## config.mk

```make
export PLATFORM = sky130hd
export DESIGN_NAME = key_entry_flat
export DESIGN_NICKNAME = d
export VERILOG_FILES = /design/src/rtl/key_entry_pkg.sv /design/src/rtl/key_entry_if.sv /design/src/rtl/key_entry_press.sv /design/src/rtl/key_entry.sv /design/src/flat_wrapper.sv
export SDC_FILE = /design/constraint.sdc
export NUM_CORES = 1
export LEC_CHECK = 0
export BUFFER_PORTS_ARGS = -buffer_cell sky130_fd_sc_hd__clkbuf_2
export CAP_MARGIN = 20
export CORE_MARGIN = 10
export CORE_UTILIZATION = 35
export CTS_BUF_LIST = sky130_fd_sc_hd__clkbuf_8
export CTS_CLUSTER_SIZE = 14
export DETAILED_ROUTE_END_ITERATION = 8
export PLACE_DENSITY_LB_ADDON = 0.08
export SETUP_SLACK_MARGIN = 0.3
export SLEW_MARGIN = 15
export SYNTH_ARGS = -nofsm -noshare
export SYNTH_HDL_FRONTEND = slang
export SYNTH_SLANG_ARGS = --single-unit
```

## constraint.sdc

```tcl
create_clock -name clk -period 2.9 [get_ports clk]
set_clock_uncertainty 0.1 [all_clocks]
set_input_delay 0.58 -clock clk [delete_from_list [all_inputs] [get_ports clk]]
set_output_delay 0.58 -clock clk [all_outputs]
set_load 0.02 [all_outputs]
```

## src/rtl/key_entry_pkg.sv

```systemverilog
// Shared key codes, FSM state type and code-to-LED decode for the keypad
// entry path.
package key_pkg;

    typedef logic [4:0] keycode_t;

    localparam keycode_t KEY_CLEAR = 5'd16;
    localparam keycode_t KEY_BACK  = 5'd17;
    localparam keycode_t KEY_ENTER = 5'd18;
    localparam keycode_t KEY_NOP   = 5'd19;
    localparam int       NUM_KEYS  = 20;

    typedef enum logic {IDLE, HELD} key_state_t;

    // Codes beyond the key map light nothing.
    function automatic logic [NUM_KEYS-1:0] key_onehot_f(input keycode_t c);
        logic [NUM_KEYS-1:0] one;
        one = 1;
        return (c < 5'(NUM_KEYS)) ? (one << c) : '0;
    endfunction

endpackage

```

## src/rtl/key_entry_if.sv

```systemverilog
// Keypad-side code/strobe plus the entry results. The keypad end drives
// code/strobe; key_entry drives everything else.
interface key_entry_if
    import key_pkg::*;
#(
    parameter int DIGITS = 4
);
    keycode_t            code;
    logic                strobe;
    logic [4*DIGITS-1:0] entry;
    logic [3:0]          count;
    logic [4*DIGITS-1:0] value;
    logic                value_valid;
    logic                overflow;
    logic [19:0]         key_onehot;

    modport master (
        output code, strobe,
        input  entry, count, value, value_valid, overflow, key_onehot
    );

    modport slave (
        input  code, strobe,
        output entry, count, value, value_valid, overflow, key_onehot
    );
endinterface

```

## src/rtl/key_entry_press.sv

```systemverilog
// Turns the strobe level into a single press pulse per key-down and captures
// the code seen at that moment.
module press_detect
    import key_pkg::*;
(
    input  logic     clk,
    input  logic     rst,
    input  keycode_t code_i,
    input  logic     strobe_i,
    output logic     press_o,
    output keycode_t code_o,
    output logic     held_o
);
    key_state_t state_q;
    logic       press_q;
    logic       block_q;
    keycode_t   code_q;

    // block_q stops a key still held across reset from counting as a new press.
    always_ff @(posedge clk) begin
        if (!rst) begin
            state_q <= IDLE;
            press_q <= 1'b0;
            block_q <= 1'b1;
            code_q  <= '0;
        end else begin
            press_q <= 1'b0;
            if (!strobe_i) begin
                block_q <= 1'b0;
            end
            case (state_q)
                IDLE: begin
                    if (strobe_i) begin
                        state_q <= HELD;
                        press_q <= !block_q;
                        code_q  <= code_i;
                    end
                end
                HELD: begin
                    if (!strobe_i) begin
                        state_q <= IDLE;
                    end
                end
                default: state_q <= IDLE;
            endcase
        end
    end

    assign press_o = press_q;
    assign code_o  = code_q;
    assign held_o  = (state_q == HELD);

endmodule

```

## src/rtl/key_entry.sv

```systemverilog
// Builds a multi-digit entry from keypad press events: digits shift in,
// CLEAR/BACK edit, ENTER commits with a one-cycle valid pulse.
module key_entry
    import key_pkg::*;
#(
    parameter int DIGITS = 4,
    parameter bit HEX_EN = 1'b1
)(
    input  logic        clk,
    input  logic        rst,
    key_entry_if.slave  bus
);
    localparam int         W      = 4 * DIGITS;
    localparam logic [3:0] MAXCNT = 4'(DIGITS);

    logic     press;
    logic     held;
    keycode_t pcode;

    logic [W-1:0] entry_q, entry_d;
    logic [3:0]   count_q, count_d;
    logic [W-1:0] value_q, value_d;
    logic         valid_q, valid_d;
    logic         ovf_q, ovf_d;
    logic [19:0]  onehot_q, onehot_d;

    press_detect u_press (
        .clk      (clk),
        .rst      (rst),
        .code_i   (bus.code),
        .strobe_i (bus.strobe),
        .press_o  (press),
        .code_o   (pcode),
        .held_o   (held)
    );

    always_comb begin
        entry_d  = entry_q;
        count_d  = count_q;
        value_d  = value_q;
        valid_d  = 1'b0;
        ovf_d    = ovf_q;
        onehot_d = onehot_q;
        if (press) begin
            onehot_d = key_onehot_f(pcode);
            if (pcode < 5'd16) begin
                // With hex disabled, A-F still light their LED but edit nothing.
                if (HEX_EN || pcode < 5'd10) begin
                    if (count_q < MAXCNT) begin
                        entry_d = (entry_q << 4) | W'(pcode[3:0]);
                        count_d = count_q + 4'd1;
                    end else begin
                        ovf_d = 1'b1;
                    end
                end
            end else begin
                case (pcode)
                    KEY_CLEAR: begin
                        entry_d = '0;
                        count_d = '0;
                        ovf_d   = 1'b0;
                    end
                    KEY_BACK: begin
                        if (count_q != 4'd0) begin
                            entry_d = entry_q >> 4;
                            count_d = count_q - 4'd1;
                        end
                    end
                    KEY_ENTER: begin
                        value_d = entry_q;
                        valid_d = 1'b1;
                        entry_d = '0;
                        count_d = '0;
                        ovf_d   = 1'b0;
                    end
                    default: ;
                endcase
            end
        end else if (!held) begin
            onehot_d = '0;
        end
    end

    always_ff @(posedge clk) begin
        if (!rst) begin
            entry_q  <= '0;
            count_q  <= '0;
            value_q  <= '0;
            valid_q  <= 1'b0;
            ovf_q    <= 1'b0;
            onehot_q <= '0;
        end else begin
            entry_q  <= entry_d;
            count_q  <= count_d;
            value_q  <= value_d;
            valid_q  <= valid_d;
            ovf_q    <= ovf_d;
            onehot_q <= onehot_d;
        end
    end

    assign bus.entry       = entry_q;
    assign bus.count       = count_q;
    assign bus.value       = value_q;
    assign bus.value_valid = valid_q;
    assign bus.overflow    = ovf_q;
    assign bus.key_onehot  = onehot_q;

endmodule

```

## src/flat_wrapper.sv

```systemverilog
// flat-port wrapper written by rule: the top's interface ports become plain ports
module key_entry_flat import key_pkg::*;
#(
    parameter int DIGITS = 4,
    parameter bit HEX_EN = 1'b1
)
  (clk, rst, bus_code, bus_strobe, bus_entry, bus_count, bus_value, bus_value_valid, bus_overflow, bus_key_onehot);
  key_entry_if #(.DIGITS(DIGITS)) bus_i ();
  input  logic clk;
  input  logic rst;
  input wire logic [$bits(bus_i.code)-1:0] bus_code;
  input wire logic [$bits(bus_i.strobe)-1:0] bus_strobe;
  output wire logic [$bits(bus_i.entry)-1:0] bus_entry;
  output wire logic [$bits(bus_i.count)-1:0] bus_count;
  output wire logic [$bits(bus_i.value)-1:0] bus_value;
  output wire logic [$bits(bus_i.value_valid)-1:0] bus_value_valid;
  output wire logic [$bits(bus_i.overflow)-1:0] bus_overflow;
  output wire logic [$bits(bus_i.key_onehot)-1:0] bus_key_onehot;
  assign bus_i.code = bus_code;
  assign bus_i.strobe = bus_strobe;
  assign bus_entry = bus_i.entry;
  assign bus_count = bus_i.count;
  assign bus_value = bus_i.value;
  assign bus_value_valid = bus_i.value_valid;
  assign bus_overflow = bus_i.overflow;
  assign bus_key_onehot = bus_i.key_onehot;
  key_entry #(.DIGITS(DIGITS), .HEX_EN(HEX_EN)) u_core (.clk(clk), .rst(rst), .bus(bus_i));
endmodule
```

Word-level counts from Yosys, hierarchy flattened
Cells that the tools add are included.

word-level totals
  flip-flop bits (word level) = 66
  input bits = 8
  output and inout bits = 58
  word-level logic and storage cells = 56

cells by class
  add/sub/neg operators = 2
  $lt $le $gt $ge = 3
  equal/unequal tests = 7
  shifts and indexed selects = 1
  muxes and demuxes = 16
  bitwise operators = 6
  reduce and logical (&&, ||, !) cells = 11

operators with widths
  cell                    count
  $mux W20                3
  $mux W16                3
  $pmux W16 S2            1
  $shl A1 B5 Y20 const A  1
  $or A16 B4 Y16          1
  $eq A5 B5 Y1 const B    3
  $mux W4                 3
  $lt A5 B5 Y1 const B    2
  $pmux W4 S2             1
  $reduce_and A3 Y1       2
  $reduce_or A3 Y1        2
  $mux W1                 5
  $not A1 Y1              5
  $add A4 B1 Y4 const B   1
  $lt A4 B3 Y1 const B    1
  $ne A2 B2 Y1 const B    2
  $reduce_and A4 Y1       1
  $reduce_bool A4 Y1      1
  $sub A4 B1 Y4 const B   1
  $ne A3 B1 Y1 const B    1
  $reduce_bool A3 Y1      1
  $ne A2 B1 Y1 const B    1
  $reduce_and A2 Y1       1
  $reduce_bool A2 Y1      1
  2 further kinds         2

Longest topological paths before layout
  word-level depth = 4
  mapped depth = 7
  mapped depth without buffers = 6

Modules after synthesis
A second synthesis with hierarchy kept.

second synthesis, totals
  cells, all modules = 316
  area total of the unflattened synthesis = 2,896.5 um2

by module, submodules not included
  module        instances  cells an instance  area an instance (um2)  seq. area each (um2)
  key_entry     1          286                2,596.2                 1,161.1
  press_detect  1          30                 300.3                   160.2

Worst setup path after synthesis
OpenSTA, ideal clock, no wires.

  path kind = reg-to-reg
  start point = reg u_core.count_q[0], in the netlist u_core.bus.count[0]
  end point = reg u_core.count_q[1], in the netlist u_core.bus.count[1]
  setup time = 130 ps
  data arrival time = 1,502 ps
  data required time = 2,670 ps
  setup slack = 1,168 ps
  cell stages (with the launch flop) = 7
  buffers on the path = 1
  clock period less this slack = 1,732 ps
  cell sequence = dfxtp_1 inv_1 ha_1 and4_1 buf_4 a2111oi_0 nor3_1

on the way
  cells in the longest elaborated chain, start to end = 4
  elaborated cells on any way between the ends = 11
  classes of those cells = add/sub: 2; order compare: 1; eq/ne: 2; mux: 4; reduce/logical: 2

RTL lines
  element                 RTL line         text
  from (decl)             key_entry.sv:21  logic [3:0] count_q, count_d;
  from (signal assigned)  key_entry.sv:94  count_q <= count_d;
  $sub A4 B1 Y4           key_entry.sv:66  count_d = count_q - 4'd1;
  $mux W4                 key_entry.sv:64  if (count_q != 4'd0) begin
  $pmux W4 S2             key_entry.sv:57  case (pcode)
  $mux W4                 key_entry.sv:46  if (pcode < 5'd16) begin

Parallel ways exist; a longest one is shown, timed or not. The select of a mux whose other input is x is not followed.
A chain may end at the register's enable or synchronous reset.

Worst setup path after layout
  start point = reg u_core.u_press.code_q[0], in the netlist u_core.u_press.code_o[0]
  end point = reg u_core.entry_q[7], in the netlist u_core.bus.entry[7]

on the way
  cells in the longest elaborated chain, start to end = 4
  elaborated cells on any way between the ends = 11
  classes of those cells = order compare: 1; eq/ne: 5; mux: 2; reduce/logical: 3

RTL lines
  element                                               RTL line               text
  from (decl)                                           key_entry_press.sv:17  keycode_t code_q;
  from (signal assigned)                                key_entry_press.sv:36  code_q <= code_i;
  branches (longest 4 deep; another with $lt A5 B5 Y1)  n/a
  to (signal assigned)                                  key_entry.sv:93        entry_q <= entry_d;
  to (decl)                                             key_entry.sv:20        logic [W-1:0] entry_q, entry_d;

Several ways; the timed one is not identified.

==> results.toml <==
[floorplan]
dieArea_mm2 = 0.0118
die_y_um = 109
core_area_mm2 = 0.00769
ios = 66
die_w_um = 109
start_util_pct = 35.7
rows = 32

[timing]
relSlewSlack_pct = 50.4
rsz0062_at_grt = "no"
hold_viol = 0
whs_ns = 0.335
final_max_slew_viol_count = 0
setup_tns_ns = 0
worst_pin_slew_ns = 0.742
min_period_ns = 2.24
fmax_mhz = 446
fin_crit_sh_pct = 77.4
final-setup-viol-count = 0

[synthesis]
synth_top_family_by_area = "compound AO/OA/AOI/OAI gates"
synth.area.top_cells = "dfxtp_1 48%, mux2i_1 6.9%, a211oi_2 5.0%"
synthSimpleGateAreaFrac_pct = 15.5
synth_flop_cell = "dfxtp_1"
syn_nets = 294
yosys.area.top_type = "dfxtp_1"
synth-compound-area-share_pct = 21.6
netlist_area_mm2 = 0.00275
synthXorXnorAreaFrac_pct = 0.638
ys_ff_latch = 66
synth_fa_ha_area_share_pct = 1.37
muxShareOfSynthArea_pct = 6.93
ys_seq_area_share_pct = 48.1
synthCells = 283
synth_edf_count = 0
async_flop_share_pct = 0
yosys_warnings = 0
synth_top_area_share_pct = 48.1
synth_area_per_cell_um2 = 9.70
yosysUniqueCellTypes = 46

[global_routing]
grt_use_total_pct = 13.0
grt_max_degree = 21
gr-total-overflow = 0
antenna_found_initial = 0
grt_pass1_vias = 2224
grt_pass1_wl_um = 12000

[cells_and_area]
num_antenna_cells = 0
final_cells = 449
nNetsFinal = 353
synthToLayoutAreaGrowth_pct = 20.9
final_layout_size_suffix_gt1_share_pct = 30.0

[critical_path]
startpoint = "u_core.u_press.code_o[0]"
required_ns = 3.03
timing.critical_path.from_type = "flip-flop"
critPathKind = "reg2reg"
r2r_end = "u_core.bus.entry[7]"
crit_end = "u_core.bus.entry[7]"
cp.arrival_ns = 2.37
crit_path_max_fanout = 16
reg2reg_slack_ns = 0.66
crit-reg2reg-launch = "u_core.u_press.code_o[0]"
r2r_cells = 4
worstSetupEndpointType = "flip-flop"

[clock_tree]
root_buffer = "clkbuf_8"
cts_max_level = 3
post-cts-setup-buffer-count = 0
worst_skew_pair.late_latency_ns = 0.35
cts_tree = "yes"
post_cts_resized = 0
path_clk_slew_ns = 0.08
max-clock-path-buffers = 2
cts_inserted_buffers = 9
cts_hold_buf = 0
clock_sinks = 66

[detailed_routing]
wl_met1_um = 3630
antenna_left = 0
first_pass_iters = 5
vias_per_cell = 5.12
wl_per_cell_um = 16.7
wl_met3_um = 537
highest_layer = "met4"
via_count = 2301
dr_wl_met2_um = 3170
detail_route.drc_violations = 0
routed_wl_um = 7490
first_iter_violations = 84

[min_path]
whs_path_depth = 1
hp-class = "reg2reg"

[place]
io_buffers = 65
dpl.cell_count = 433
gp_congestion = 0.758
hpwlAfterDp_um = 5320

[power]
ir_drop_v = 0.000235
finalPower_mw = 1.93
power_density_mw_per_mm2 = 582
p_leak_nw = 1.43

[outcome]
status = "complete, no violations"

[run]
maxCapViolations = 0
==> worst max-delay path, cell delays in order (launching register included) <==
cell	delay, ns
dfxtp_1	0.64
nor3b_2	0.31
nand4_1	0.63
a21oi_1	0.38
a211oi_2	0.07
==> per-layer routing <==
layer,track usage (%),up-vias
li1,-,1137
met3,4.28,13
met4,6.40,0
met1,17.2,1085
met5,0,-
met2,18.4,66
==> cells in the mapped netlist (4+ instances only) <==
cell type,number
dfxtp_1,66
nor2_1,29
a21oi_1,22
buf_6,4
buf_4,4
a32o_1,4
a211oi_2,11
mux2i_1,19
o21ai_0,21
inv_1,6
a22oi_1,11
buf_2,5
nor3_1,5
nand2_1,24
clkbuf_1,9
==> sequential cells by signal, summed over array words and instances (netlist names) <==
| register | count |
|---|---|
| u_core.bus.count | 4 |
| u_core.bus.entry | 16 |
| u_core.bus.key_onehot | 20 |
| u_core.bus.overflow | 1 |
| u_core.bus.value | 16 |
| u_core.bus.value_valid | 1 |
| u_core.u_press.block_q | 1 |
| u_core.u_press.code_o | 5 |
| u_core.u_press.held_o | 1 |
| u_core.u_press.press_o | 1 |
==> power breakdown <==
group	internal (mW)	switching, mW	total, mW
clock network	0.482	0.374	0.856
logic	0.0462	0.0773	0.124
registers	0.921	0.0313	0.952
==> placed cells by master, fill, tap and decap left out, types with 4 or more instances in the layout <==
cell type | synthesis | layout
inv_1 | 6 | 6
nor2_1 | 29 | 29
buf_4 | 4 | 5
a22oi_1 | 11 | 11
a211oi_2 | 11 | 11
o21ai_0 | 21 | 21
nor3_1 | 5 | 5
nand2_1 | 24 | 24
dfxtp_1 | 66 | 66
a32o_1 | 4 | 4
a21oi_1 | 22 | 22
clkbuf_8 | 0 | 9
clkbuf_2 | 0 | 65
mux2i_1 | 19 | 19
==> worst min-delay path by stage <==
stage	slack, ns	to	start
after detailed placement	0.32	u_core.u_press.press_o	u_core.u_press.block_q
final	0.34	u_core.u_press.press_o	u_core.u_press.block_q
after CTS	0.33	u_core.u_press.press_o	u_core.u_press.block_q
after global placement	0.31	u_core.u_press.press_o	u_core.u_press.block_q
after global routing	0.36	u_core.u_press.block_q	bus_strobe
after floorplan	0.30	u_core.u_press.press_o	u_core.u_press.block_q
==> kinds of logic after synthesis <==
family / Yosys count
buffers and inverters: 29
adders and majority gates: 3
DFF: 66
and+or+nand+nor: 81
AOI/OAI and AO/OA: 83
muxes: 19
xor gates and xnor gates: 2
==> through the flow <==
| step | utilization [%] | area [um2] | setup WS (ns) |
|---|---|---|---|
| final | 43.2 | 3320 | 0.657 |
| after global routing | 43.2 | 3320 | 0.392 |
| after CTS | 43.2 | 3320 | 0.666 |
| after detailed placement | 40.3 | 3100 | 0.685 |
| after global placement | 40.3 | 3100 | 0.737 |
| after floorplan | - | 2750 | 1.17 |
==> layout make-up <==
| cell class | count | area [um2] |
|---|---|---|
| inverter | 7 | 26.3 |
| sequential | 66 | 1320 |
| tap | 102 | 128 |
| clock inverter | 7 | 93.8 |
| clock buffer | 9 | 124 |
| multi-input combinational | 188 | 1260 |
| fill | 792 | 4370 |
| timing repair buffer | 70 | 363 |
Power figures use the tool's default switching activity.
